[src/rtl/button_conditioner.sv]
// rtl/button_conditioner.sv - multi-channel button synchronizer, debouncer and press/hold/auto-repeat event generator
module button_conditioner #(
  parameter int CH           = 4,
  parameter int DB_LEN       = 4,
  parameter int TICK_DIV     = 50000,
  parameter int STRETCH      = 4,
  parameter int HOLD_TICKS   = 1000,
  parameter int REPEAT_TICKS = 200
) (
  input  logic          clk,
  input  logic          rst,
  input  logic [CH-1:0] btn_in,
  input  logic [CH-1:0] repeat_en,
  output logic [CH-1:0] level,
  output logic [CH-1:0] press,
  output logic [CH-1:0] release_pulse,
  output logic [CH-1:0] press_ext,
  output logic [CH-1:0] long_press,
  output logic [CH-1:0] repeat_pulse
);

  localparam int TW = $clog2(TICK_DIV + 1);
  localparam int SW = $clog2(STRETCH + 1);
  localparam int HW = $clog2(HOLD_TICKS + 1);
  localparam int RW = $clog2(REPEAT_TICKS + 1);

  localparam logic [TW-1:0] TICK_LAST    = TW'(TICK_DIV - 1);
  localparam logic [SW-1:0] STRETCH_LOAD = SW'(STRETCH);
  localparam logic [HW-1:0] HOLD_FULL    = HW'(HOLD_TICKS);
  localparam logic [RW-1:0] REP_LAST     = RW'(REPEAT_TICKS - 1);

  logic [TW-1:0]     tick_cnt;
  logic              tick;
  logic [CH-1:0]     sync1;
  logic [CH-1:0]     sync2;
  logic [DB_LEN-1:0] hist        [CH];
  logic [DB_LEN-1:0] hist_next   [CH];
  logic [CH-1:0]     level_next;
  logic [SW-1:0]     stretch_cnt [CH];
  logic [HW-1:0]     hold_cnt    [CH];
  logic [RW-1:0]     rep_cnt     [CH];

  assign tick = (tick_cnt == TICK_LAST);

  // Level moves only on a tick, and only when the whole updated history agrees.
  always_comb begin
    level_next = level;
    for (int i = 0; i < CH; i++) begin
      hist_next[i] = {hist[i][DB_LEN-2:0], sync2[i]};
      if (tick && (&hist_next[i])) begin
        level_next[i] = 1'b1;
      end else if (tick && !(|hist_next[i])) begin
        level_next[i] = 1'b0;
      end
    end
  end

  always_comb begin
    press_ext = '0;
    for (int i = 0; i < CH; i++) begin
      press_ext[i] = (stretch_cnt[i] != '0);
    end
  end

  always_ff @(posedge clk) begin
    if (!rst) begin
      tick_cnt      <= '0;
      sync1         <= '0;
      sync2         <= '0;
      level         <= '0;
      press         <= '0;
      release_pulse <= '0;
      long_press    <= '0;
      repeat_pulse  <= '0;
      for (int i = 0; i < CH; i++) begin
        hist[i]        <= '0;
        stretch_cnt[i] <= '0;
        hold_cnt[i]    <= '0;
        rep_cnt[i]     <= '0;
      end
    end else begin
      tick_cnt      <= tick ? '0 : tick_cnt + TW'(1);
      sync1         <= btn_in;
      sync2         <= sync1;
      level         <= level_next;
      press         <= level_next & ~level;
      release_pulse <= ~level_next & level;
      long_press    <= '0;
      repeat_pulse  <= '0;
      for (int i = 0; i < CH; i++) begin
        if (tick) begin
          hist[i] <= hist_next[i];
        end

        if (level_next[i] && !level[i]) begin
          stretch_cnt[i] <= STRETCH_LOAD;
        end else if (stretch_cnt[i] != '0) begin
          stretch_cnt[i] <= stretch_cnt[i] - SW'(1);
        end

        // The rising tick itself counts toward the hold; saturation gives one long_press per hold.
        if (!level_next[i]) begin
          hold_cnt[i] <= '0;
        end else if (tick && (hold_cnt[i] != HOLD_FULL)) begin
          hold_cnt[i]   <= hold_cnt[i] + HW'(1);
          long_press[i] <= (hold_cnt[i] == HOLD_FULL - HW'(1));
        end

        // Counting starts only on ticks after saturation, so repeat never lands on the long_press tick.
        if (!level_next[i] || !repeat_en[i]) begin
          rep_cnt[i] <= '0;
        end else if (tick && (hold_cnt[i] == HOLD_FULL)) begin
          if (rep_cnt[i] == REP_LAST) begin
            rep_cnt[i]      <= '0;
            repeat_pulse[i] <= 1'b1;
          end else begin
            rep_cnt[i] <= rep_cnt[i] + RW'(1);
          end
        end
      end
    end
  end

endmodule

[config.mk]
export PLATFORM = sky130hd
export DESIGN_NAME = button_conditioner
export DESIGN_NICKNAME = d
export VERILOG_FILES = /design/src/rtl/button_conditioner.sv
export SDC_FILE = /design/constraint.sdc
export NUM_CORES = 1
export LEC_CHECK = 0
export ABC_AREA = 1
export BUFFER_PORTS_ARGS = -buffer_cell sky130_fd_sc_hd__buf_2
export CORE_ASPECT_RATIO = 2
export CORE_MARGIN = 3
export CORE_UTILIZATION = 40
export DETAILED_ROUTE_END_ITERATION = 12
export PLACE_DENSITY = 0.68
export SKIP_LAST_GASP = 1
export SYNTH_ARGS = -nofsm -noshare
export SYNTH_HDL_FRONTEND = slang
export SYNTH_SLANG_ARGS = --single-unit
export TNS_END_PERCENT = 30
[constraint.sdc]
create_clock -name clk -period 3.2 [get_ports clk]
set_clock_uncertainty 0.1 [all_clocks]
set_input_delay 0.16 -clock clk [delete_from_list [all_inputs] [get_ports clk]]
set_output_delay 0.16 -clock clk [all_outputs]
set_load 0.02 [all_outputs]
==> run metrics <==
Power Density=557 mW/mm^2; final weighted congestion in routability-driven placement=slightly below 0.8; syn_nets=751; Combinational Power Share=around 8.9%; internal power=around 3.3 mW; Yosys Warn Count=0; fin crit share=72.5%; post-layout util=between 40 and 50%; Nets=a little over 800; #FFs+latches synth=140; DRT iter0 DRCs=slightly below 200; CTS tree=built; first-pass iteration count of the detailed router=4; Worst setup SP type=flip-flop; Slew @ Worst Pin=0.814 ns; largest net degree at the start of global routing=25; internal reg-to-reg setup slack=between 0.8 and 0.9 ns; clk slew on worst S/H paths=~0.060 ns; overall global routing resource usage=about 14%; CTS buffer count=17; Worst Setup End Kind=flip-flop; Post-Syn Area per Cell=9.46 um^2; Clock power frac=44.2%; diode count=0; Seq pwr share=approximately 47%; R2R cell count=8; Setup violations, final=0; total number of vias=about 4,700; CP required=approximately 3.2 ns; M1 WL=~4.7 mm; fraction of layout cells with a size suffix above 1=between 10% and 20%; footprint of the multi-input gates=0.00255 mm^2; DR WL met2=~7.3 mm; vias in the first global route=~4,800; status=completed; setup TNS=0 ns; first-pass GRT wire length=about 22 mm; DR top layer=met4; Avg Vias per Cell=roughly 4.8; post-CTS sizing=0; Root Driver=clkbuf_16; Yosys cell types=37; Netlist Area Pre-Place=0.00681 mm^2; VDD IR max=about 0.27 mV; Core Footprint=0.0165 mm^2; WS Path Type=flip-flop to flip-flop; Synth-to-Final Area Change=15.5%; RSZ-0062 raised after global routing=no; GRT overflow=0; area occupied by registers=0.00376 mm^2; port buffer count=33; Final Hold Viols=0; initial core utilization=41.2%; Die ar.=about 0.019 mm^2; met3 wire len=roughly 240 um; Seq/Total Area, Yosys=a little under three fifths; pre-CTS WS=between 0.8 and 0.9 ns; DP HPWL=9.32 mm; HP Class=input pin to flip-flop; synthesized instance count=720; crit path DAT=between 2 and 2.5 ns; drt drc=0; Leakage Power=approximately 3 nW; WHS=a little over 0.07 ns; fin crit period=2.32 ns; # IOs=34; Antenna Nets Post-Route=0; CP Max Fanout=14; initial antenna violation count=0; Slew Viols, Final=0; worst skew pair latency=between 0.4 and 0.5 ns; wire per inst=approximately 13 um; max cap viols=0; Longest Clk Path Bufs=2; worst relative slew slack=45.3%; Site Rows=66; final worst setup slack=between 0.8 and 0.9 ns; Routed Wire Length=between 10 and 15 mm; clock sink total=140; Net Switching=about 1.0 mW; Hold Path Depth=3; fill count=~1,600; H-tree Lvls=4; Die W=about 98 um; FMAX=431 MHz; Die H=between 150 and 200 um; switching part of the total=24.0%
[cells in the mapped netlist]
cell	instances	area, um^2
nand2_2	4	25.0
nor2_2	22	138
o22ai_1	1	6.26
nor2_4	4	45.0
nand4_2	1	12.5
nand3b_1	3	22.5
and3b_1	1	8.76
o21ai_1	1	5.00
clkbuf_1	4	15.0
inv_1	110	413
nor4_2	1	12.5
nand3_2	1	10.0
nand2_1	80	300
o21a_1	1	7.51
xor2_1	39	342
nor2_1	124	465
or3_1	1	6.26
xnor2_1	16	140
nand2_4	1	11.3
clkinv_4	1	8.76
nor3b_1	8	60.1
nand3_1	53	265
a21oi_1	9	45.0
nand4_1	13	81.3
edfxtp_1	96	2880
ha_1	21	263
o21ai_0	10	50.1
buf_6	3	33.8
nor4_1	7	43.8
or2_2	3	18.8
a31oi_1	2	12.5
nor3_1	28	140
buf_4	1	7.51
dfxtp_1	44	881
nor4b_1	1	8.76
buf_2	3	15.0
inv_2	2	7.51
[path summary, 6_finish.rpt]
check,startpoint,to
max,tick_cnt[0],hold_cnt[3][7]
min,repeat_en[3],repeat_pulse[3]
max reg2reg,tick_cnt[0],hold_cnt[3][7]
min reg2reg,sync1[2],sync2[2]
[sequential cells by signal, indices dropped and copies added, names as in the netlist]
register and count:
hold_cnt 40, rep_cnt 32, tick_cnt 16, hist 12
stretch_cnt 12, level 4, long_press 4, press 4
release_pulse 4, repeat_pulse 4, sync1 4, sync2 4
[area by class of cell]
| type | count | share of cell area, % |
|---|---|---|
| repair buffers | 47 | 3.66 |
| inverters | 113 | 5.45 |
| clock inverters | 13 | 1.81 |
| clock buffers | 19 | 5.63 |
| well taps | 204 | 3.24 |
| multi-input cells | 456 | 32.4 |
| flip-flops and latches | 140 | 47.8 |
[metrics by stage]
step	std cells	total power, mW	instance area [um^2]
finish	992	4.38	7870
floorplan	720	2.36	6810
CTS	992	4.43	7870
global route	992	4.56	7870
global placement	953	2.46	7210
detailed placement	953	2.47	7210
[critical path, cell delays in order (launching register included)]
cell and delay (ns):
dfxtp_1 0.35, ha_1 0.20, nand3_1 0.12, nor2_2 0.21, nand2_4 0.17, nor2_4 0.24, nand3_1 0.10, buf_4 0.18
nand2_1 0.31
[cell families after synthesis]
kind of cell	Yosys count	synth area share [%]
AND/OR/NAND/NOR	356	24.6
flip-flops	140	55.3
buffers and inverters	124	7.35
XOR/XNOR	55	7.07
AO/OA/AOI/OAI	24	1.86
adder cells (fa/ha/maj)	21	3.86
[power by group through the flow]
stage	sequential (mW)	combinational [mW]	clock, mW
4_1_cts	2.06	0.396	1.97
2_1_floorplan	2.08	0.279	0
6_report	2.06	0.389	1.94
3_3_place_gp	2.09	0.372	0
5_1_grt	2.06	0.445	2.05
3_5_place_dp	2.09	0.381	0
[cell usage in the layout, fill, tap and decap left out, types with 13 or more instances in the layout]
cell	Yosys	routed
edfxtp_1	96	96
dfxtp_1	44	44
inv_1	110	110
xnor2_1	16	16
nand2_1	80	80
nand4_1	13	13
buf_2	3	33
xor2_1	39	39
nor2_1	124	124
ha_1	21	21
nor2_2	22	22
nor3_1	28	28
clkbuf_16	0	17
nand3_1	53	53
[routing by layer]
| layer | vias up | track usage (%) |
|---|---|---|
| met4 | 0 | 6.63 |
| met5 | - | 0 |
| met1 | 2196 | 13.7 |
| met2 | 49 | 28.9 |
| met3 | 23 | 2.67 |
| li1 | 2449 | - |
[timing repair]
item / 4_1_cts / 5_1_grt
hold buffers: 7 / 0
setup buffers: 0 / 0
endpoints found under the hold margin: 7 / 0
(Power assumes the default switching activity.)
